[config.mk]
export PLATFORM = sky130hd
export DESIGN_NAME = usb_tx_sequencer
export DESIGN_NICKNAME = d
export VERILOG_FILES = /design/src/rtl/usb_tx_sequencer.sv
export SDC_FILE = /design/constraint.sdc
export NUM_CORES = 1
export LEC_CHECK = 0
export ABC_AREA = 1
export CORE_ASPECT_RATIO = 1.5
export CORE_MARGIN = 2
export CORE_UTILIZATION = 35
export DETAILED_ROUTE_END_ITERATION = 7
export PLACE_DENSITY = 0.51
export SETUP_SLACK_MARGIN = 0.5
export SYNTH_ARGS = -nofsm -noshare
export SYNTH_HDL_FRONTEND = slang
export SYNTH_SLANG_ARGS = --single-unit
[constraint.sdc]
create_clock -name clk -period 2 [get_ports clk]
set_clock_uncertainty 0.2 [all_clocks]
set_input_delay 0.3 -clock clk [delete_from_list [all_inputs] [get_ports clk]]
set_output_delay 0.3 -clock clk [all_outputs]
set_load 0.02 [all_outputs]
[src/rtl/usb_tx_sequencer.sv]
// USB packet transmit sequencer: SYNC, LSB-first bit-stuffed data, then EOP,
// driving the NRZI encoder inputs and the SE0 line override.
module usb_tx_sequencer #(
    parameter int CLKS_PER_BIT = 1
) (
    input  logic       clk,
    input  logic       RST,
    input  logic       tx_valid,
    input  logic [7:0] tx_data,
    input  logic       tx_last,
    output logic       tx_ready,
    output logic       enc_en,
    output logic       enc_bit,
    output logic       se0,
    output logic       busy,
    output logic       underrun
);

    localparam int DW = (CLKS_PER_BIT > 1) ? $clog2(CLKS_PER_BIT) : 1;
    localparam logic [DW-1:0] DIV_MAX = DW'(CLKS_PER_BIT - 1);

    typedef enum logic [2:0] {
        IDLE,
        SYNC,
        DATA,
        STUFF,
        EOP_SE0,
        EOP_J
    } state_t;

    state_t      state;
    logic [DW-1:0] div;
    logic [2:0]  idx;
    logic [2:0]  ones;
    logic [7:0]  byte_q;
    logic        last_q;

    logic        slot_end;
    logic [2:0]  ones_next;
    logic [2:0]  idx_inc;
    logic        stuff_due;
    logic        byte_boundary;
    logic        need_byte;

    // Handshake: tx_ready is a single-cycle request in the last clk of the slot
    // before the next byte's first data slot; the byte transfers when
    // tx_valid && tx_ready. A request met with tx_valid=0 is an underrun and
    // ends the packet. tx_valid never has to wait for tx_ready to rise.
    always_comb begin
        slot_end      = (div == DIV_MAX);
        ones_next     = enc_bit ? (ones + 3'd1) : 3'd0;
        idx_inc       = idx + 3'd1;
        stuff_due     = ((state == SYNC) || (state == DATA)) && (ones_next == 3'd6);
        byte_boundary = slot_end &&
                        (((state == SYNC)  && (idx == 3'd7)) ||
                         ((state == DATA)  && (idx == 3'd7) && !stuff_due) ||
                         ((state == STUFF) && (idx == 3'd7)));
        need_byte     = byte_boundary && ((state == SYNC) || !last_q);
        tx_ready      = need_byte && !RST;
        underrun      = need_byte && !tx_valid && !RST;
    end

    always_ff @(posedge clk) begin
        if (RST) begin
            state   <= IDLE;
            div     <= '0;
            idx     <= 3'd0;
            ones    <= 3'd0;
            byte_q  <= 8'h00;
            last_q  <= 1'b0;
            enc_en  <= 1'b0;
            enc_bit <= 1'b1;
            se0     <= 1'b0;
            busy    <= 1'b0;
        end else if (state == IDLE) begin
            div <= '0;
            if (tx_valid) begin
                state   <= SYNC;
                idx     <= 3'd0;
                ones    <= 3'd0;
                last_q  <= 1'b0;
                enc_en  <= 1'b1;
                enc_bit <= 1'b0;
                busy    <= 1'b1;
            end
        end else begin
            div <= slot_end ? '0 : (div + DW'(1));
            if (slot_end) begin
                ones <= ones_next;
                if (need_byte) begin
                    if (tx_valid) begin
                        byte_q  <= tx_data;
                        last_q  <= tx_last;
                        state   <= DATA;
                        idx     <= 3'd0;
                        enc_bit <= tx_data[0];
                    end else begin
                        state   <= EOP_SE0;
                        idx     <= 3'd0;
                        enc_en  <= 1'b0;
                        enc_bit <= 1'b1;
                        se0     <= 1'b1;
                    end
                end else begin
                    case (state)
                        SYNC: begin
                            idx     <= idx_inc;
                            enc_bit <= (idx == 3'd6);
                        end
                        DATA: begin
                            if (stuff_due) begin
                                // idx keeps the last data bit so the stream resumes after it
                                state   <= STUFF;
                                enc_bit <= 1'b0;
                            end else if (idx != 3'd7) begin
                                idx     <= idx_inc;
                                enc_bit <= byte_q[idx_inc];
                            end else begin
                                state   <= EOP_SE0;
                                idx     <= 3'd0;
                                enc_en  <= 1'b0;
                                enc_bit <= 1'b1;
                                se0     <= 1'b1;
                            end
                        end
                        STUFF: begin
                            if (idx != 3'd7) begin
                                state   <= DATA;
                                idx     <= idx_inc;
                                enc_bit <= byte_q[idx_inc];
                            end else begin
                                state   <= EOP_SE0;
                                idx     <= 3'd0;
                                enc_en  <= 1'b0;
                                enc_bit <= 1'b1;
                                se0     <= 1'b1;
                            end
                        end
                        EOP_SE0: begin
                            if (idx == 3'd0) begin
                                idx <= 3'd1;
                            end else begin
                                state <= EOP_J;
                                se0   <= 1'b0;
                            end
                        end
                        EOP_J: begin
                            state   <= IDLE;
                            busy    <= 1'b0;
                            enc_bit <= 1'b1;
                        end
                        default: begin
                            state <= IDLE;
                        end
                    endcase
                end
            end
        end
    end

endmodule

## After elaboration in Yosys (flattened, before gate mapping)

Index checks and enable logic that the tools add are counted.

- Bits in registers: 23
- Output and inout bits: 6

- Add/subtract/negate cells: 3
- $lt $le $gt $ge: 1
- Eq/ne operators: 22
- Multiplexer cells: 53
- Bitwise logic cells: 2
- Reduce and logical (&&, ||, !) cells: 36

Operators with widths:

| kind | count |
|---|---|
| $mux W3 | 19 |
| $mux W1 | 28 |
| $pmux W3 S4 | 2 |
| $eq A3 B3 Y1 const B | 5 |
| $reduce_and A5 Y1 | 3 |
| $ne A3 B3 Y1 const B | 4 |
| $reduce_and A4 Y1 | 3 |
| $reduce_bool A6 Y1 | 2 |
| $logic_and A1 B1 Y1 | 10 |
| $ne A4 B4 Y1 const B | 2 |
| $reduce_bool A4 Y1 | 2 |
| $add A3 B1 Y3 const B | 2 |
| $eq A3 B2 Y1 const B | 2 |
| $logic_not A3 Y1 | 2 |
| $ne A3 B2 Y1 const B | 2 |
| $reduce_and A6 Y1 | 1 |
| $ne A5 B5 Y1 const B | 1 |
| $logic_not A1 Y1 | 4 |
| $logic_or A1 B1 Y1 | 4 |
| $lt A3 B4 Y1 const B | 1 |
| $ne A2 B1 Y1 const B | 2 |
| $ne A2 B2 Y1 const B | 2 |
| $ne A4 B3 Y1 const B | 1 |
| $pmux W1 S4 | 1 |
| 10 further kinds | 12 |

## Logic depth before layout (Yosys ltp)

- Word-level depth: 13
- Mapped depth: 13
- Gate-level depth less buffers: 13

## Least setup slack after synthesis

No wires, ideal clock.

- Path kind: reg2out
- Start point: register idx[0]
- End point: output underrun
- Arrival time: 1.523 ns
- Slack: -0.023 ns
- Cell stages (with the launch flop): 9
- Path buffers: 0
- Cell sequence: dfxtp_1 -> ha_1 -> ha_1 -> inv_1 -> nor2_4 -> nand2_4 -> inv_2 -> nand2_1 -> nor2_1

- Longest elaborated chain between the ends: 9

Ends and longest elaborated chain:

| item | RTL line | RTL |
|---|---|---|
| from (decl) | 33 | `logic [2:0] idx;` |
| from (signal assigned) | 107 | `idx <= idx_inc;` |
| from (signal assigned) | 116 | `idx <= idx_inc;` |
| from (signal assigned) | 129 | `idx <= idx_inc;` |
| $eq A3 B3 Y1 (*) | 55, 56, 57 |  |
| $logic_and A1 B1 Y1 (2 in a row) | 56 | `((state == DATA) && (idx == 3'd7) && !stuff_due) \|\|` |
| $logic_or A1 B1 Y1 | 55 | `(((state == SYNC) && (idx == 3'd7)) \|\|` |
| $logic_or A1 B1 Y1 (*) | 56 |  |
| $logic_and A1 B1 Y1 (*) | 54 | `byte_boundary = slot_end &&` |
| $logic_and A1 B1 Y1 (*) | 58 | `need_byte = byte_boundary && ((state == SYNC) \|\| !last_q);` |
| $logic_and A1 B1 Y1 (*) (2 in a row) | 60 | `underrun = need_byte && !tx_valid && !RST;` |
| to (decl) | 16 | `output logic underrun` |

Mark *: on every way between the ends. The rest lies on a longest branch, timed or not.

## Worst setup path after layout

- Start point: register ones[0]
- End point: output underrun

- Longest elaborated chain between the ends: 12

Ends and longest elaborated chain:

| item | RTL line | RTL |
|---|---|---|
| from (decl) | 34 | `logic [2:0] ones;` |
| from (signal assigned) | 89 | `ones <= ones_next;` |
| $add A3 B1 Y3 | 51 | `ones_next = enc_bit ? (ones + 3'd1) : 3'd0;` |
| $mux W3 | 51 |  |
| $eq A3 B3 Y1 | 53 | `stuff_due = ((state == SYNC) \|\| (state == DATA)) && (ones_next == 3'd6);` |
| $logic_and A1 B1 Y1 | 53 |  |
| $logic_not A1 Y1 | 56 |  |
| $logic_and A1 B1 Y1 | 56 |  |
| $logic_or A1 B1 Y1 | 55 |  |
| $logic_or A1 B1 Y1 | 56 |  |
| $logic_and A1 B1 Y1 | 54 |  |
| $logic_and A1 B1 Y1 | 58 |  |
| $logic_and A1 B1 Y1 (2 in a row) | 60 |  |

No other way between the ends.

==> flow_metrics.py <==
metrics = {
    "status": {
        "status": "finished with violations",
        "violations": "setup timing",
    },
    "cts": {
        "clkSinkCount": 23,
        "cts-htree-levels": 1,
        "cts_made_buffers": 3,
        "clockRootBuffer": "clkbuf_8",
        "path_clk_slew_ns": 0.09,
        "clk_latency_ns": 0.27,
        "clockBufferDepth": 2,
        "cts_tree": "built",
    },
    "drt": {
        "vias_per_cell": 5.13,
        "wl_per_cell_um": 13.9,
        "drtAntennaViolNets": 0,
        "vias": 1586,
        "drt_wl_total_um": 4300,
        "drc_errors": 0,
        "drt_iter0_drc": 47,
        "dr.pass1.iters": 4,
    },
    "worst_setup_path": {
        "reg2reg_depth": 15,
        "path_delay_family": "simple AND/OR/NAND/NOR gates",
        "path_class": "flop to output port",
        "crit_slowest_cell": "dfxtp_2",
        "crit_path_max_fanout": 3,
        "r2r_start": "state[1]",
        "path_cells": "ha_4, nand2_1, nor2_1, nand2_1, nand2_2, nand3_4, nand2_4, inv_2, nand2_4, nor2_4, buf_6",
        "critPathLaunchType": "flop",
        "critPathBufInv": 2,
        "arrival_ns": 1.61,
        "endpoint_kind": "output port",
        "r2r_end": "state[1]",
        "slowest_delay_ns": 0.34,
        "critPathRequiredTime_ns": 1.50,
        "rrSetupSlack_ns": -0.07,
    },
    "sta": {
        "timing.final.ws_setup_ns": -0.107,
        "final_hold_viol_count": 0,
        "holdWs_ns": 0.265,
        "period_share": 1.05,
        "final.min_clock_period_ns": 2.11,
        "grt_setup_unrepaired": "yes",
        "finalSetupViolations": 13,
        "clock.fmax_mhz": 475,
        "drv_slew": 0,
    },
    "layout": {
        "stdcell_area_sq_um": 2240,
        "diodes": 0,
        "drive_above_1_share": 0.432,
        "nFillCells": 347,
        "area_growth_pct": 63.9,
        "final_cells": 309,
        "nets": 284,
    },
    "global_routing": {
        "grt_pass1_wl_um": 6850,
        "grt_usage": 0.214,
        "grt_antenna_before_repair": 0,
        "gr-total-overflow": 0,
        "grt_pass1_vias": 1577,
        "grt_max_degree": 14,
    },
    "pwr": {
        "p_int_uw": 1670,
        "power_density_nw_per_um2": 1350,
        "p_sw_frac": 0.448,
        "p_switching_uw": 1350,
        "seqPwrFrac": 0.216,
        "leakagePower_uw": 0.000989,
        "vdd_ir_drop_max_uv": 702,
        "pwr-share-comb": 0.683,
        "power.share.clock": 0.101,
    },
    "synth": {
        "synth.cell_area_sq_um": 1370,
        "synth_compound_area_frac": 0.121,
        "yosys_warnings": 0,
        "synth_edf_count": 0,
        "synth.area.mux_share": 0,
        "ys_async_sr_fraction": 0,
        "synth_nets": 221,
        "synth_top_family_by_area": "simple AND/OR/NAND/NOR gates",
        "yosysMostFrequentCell": "nand2_1",
        "synthTopCellsByArea": "dfxtp_1, nand2_1, nand3_1",
        "avgSynthCellArea_sq_um": 6.70,
        "yosys-top-cells-count": "nand2_1, dfxtp_1, nand3_1, inv_1",
        "synth_cell_types": 31,
        "ys_ff_latch": 23,
        "synth_seq_area_share": 0.337,
        "synthXorXnorAreaFrac": 0,
        "synthAdderAreaFrac": 0.0457,
        "synthFlopType": "dfxtp_1",
        "synth-simple-area-share": 0.403,
        "synthCells": 204,
        "yosys.area.top_type_share": 0.337,
        "synth_largest_area_cell": "dfxtp_1",
    },
    "placed_design": {
        "dpl-instance-area_sq_um": 1850,
        "gp_congestion": 0.899,
        "portBuffers": 17,
        "dp.cells": 290,
        "hpwl_um": 3020,
        "post-place-ws_ns": -0.300,
    },
    "min_path": {
        "hp-class": "flop to flop",
        "hold_path.startpoint": "byte_q[2]",
        "hold-path-endpoint": "byte_q[2]",
        "holdPathStages": 2,
    },
    "floorplanning": {
        "rows": 27,
        "io_pins": 18,
        "die-height_um": 80.6,
        "die_w_um": 55.0,
        "core_area_sq_um": 3720,
        "dieArea_sq_um": 4430,
        "initial_core_util": 0.368,
    },
    "job": {
        "cap_violations": 0,
    },
}
-- area by class of cell --
type | instances | area (sq um) | share of cell area
clock buffer | 3 | 41.3 | 0.0184
clock inverter | 1 | 5.00 | 0.00223
inverter | 25 | 106 | 0.0475
multi-input combinational | 153 | 1040 | 0.462
sequential | 23 | 470 | 0.210
tap | 43 | 53.8 | 0.0240
timing repair buffer | 61 | 528 | 0.236
-- how the worst max path moves through the flow --
stage,start,endpoint,slack [ns],cells after the start
final,ones[0],underrun,-0.11,11
after global routing,state[1],underrun,-0.20,11
after CTS,ones[0],underrun,-0.11,11
after detailed placement,ones[1],underrun,-0.30,11
after global placement,ones[1],underrun,-0.28,11
after floorplan,idx[1],underrun,0.22,8
-- metal layers --
metal / wire (um) / up-vias / GRT usage
met5: 0 / - / 0
met4: 214 / 0 / 0.117
met3: 129 / 19 / 0.0353
met2: 2340 / 41 / 0.393
met1: 1610 / 740 / 0.214
li1: - / 786 / -
-- through the flow --
step / utilization / setup TNS (ns) / total power (uW)
finish: 0.603 / -0.651 / 3020
global route: 0.603 / -2.20 / 3230
global placement: 0.497 / -0.649 / 2070
floorplan: - / 0 / 1540
CTS: 0.568 / -0.367 / 2740
detailed placement: 0.497 / -0.650 / 2090
-- flip-flops by register name, summed over array words and instances (netlist names), 3 cells and up --
signal  flops
state       3
idx         3
ones        3
byte_q      8
-- power by group through the flow --
| stage | clock (uW) | combinational (uW) | sequential (uW) |
|---|---|---|---|
| detailed placement | 0 | 1440 | 645 |
| floorplan | 0 | 861 | 681 |
| CTS | 311 | 1790 | 647 |
| global route | 328 | 2240 | 667 |
| global placement | 0 | 1430 | 637 |
| finish | 305 | 2060 | 653 |
-- what timing repair did --
item,4_1_cts,5_1_grt
setup buffers,11,3
gates resized for setup,55,30
hold buffers,0,0
pin swaps,11,11
cloned,1,0
setup endpoints to repair,28,25
-- kinds of logic after synthesis --
kind of cell | Yosys count
buffers and inverters | 29
DFF | 23
and+or+nand+nor | 115
AOI/OAI and AO/OA | 31
other | 1
adders and majority gates | 5
-- layout by cell type (no fill, tap or decap), types with 2 or more instances in the layout --
cell type / synthesis / final
nand2_1: 58 / 45
buf_4: 0 / 34
inv_1: 19 / 18
dfxtp_1: 23 / 17
nand3_1: 20 / 16
nor2_1: 18 / 12
nand2_2: 2 / 12
buf_6: 2 / 12
a21oi_1: 18 / 11
clkdlybuf4s50_1: 0 / 11
nor2_4: 3 / 7
a21oi_2: 1 / 7
nand3_4: 1 / 5
dfxtp_2: 0 / 5
nand2_4: 1 / 4
o21ai_0: 6 / 4
nor2_2: 1 / 3
inv_2: 5 / 3
o21ai_1: 3 / 3
nand3b_1: 3 / 3
nand3_2: 2 / 3
clkbuf_8: 0 / 3
inv_6: 0 / 2
nand4_1: 2 / 2
ha_1: 5 / 2
ha_4: 0 / 2
dlygate4sd2_1: 0 / 2
-- worst register-to-register path, delay by kind of cell (launching register included) --
kind | cells | cell delay (ns)
AND/OR/NAND/NOR | 8 | 0.67
buffers and inverters | 6 | 0.58
flip-flops | 1 | 0.37
AO/OA/AOI/OAI | 1 | 0.14
Note: power is estimated with default switching activity, not from simulation.
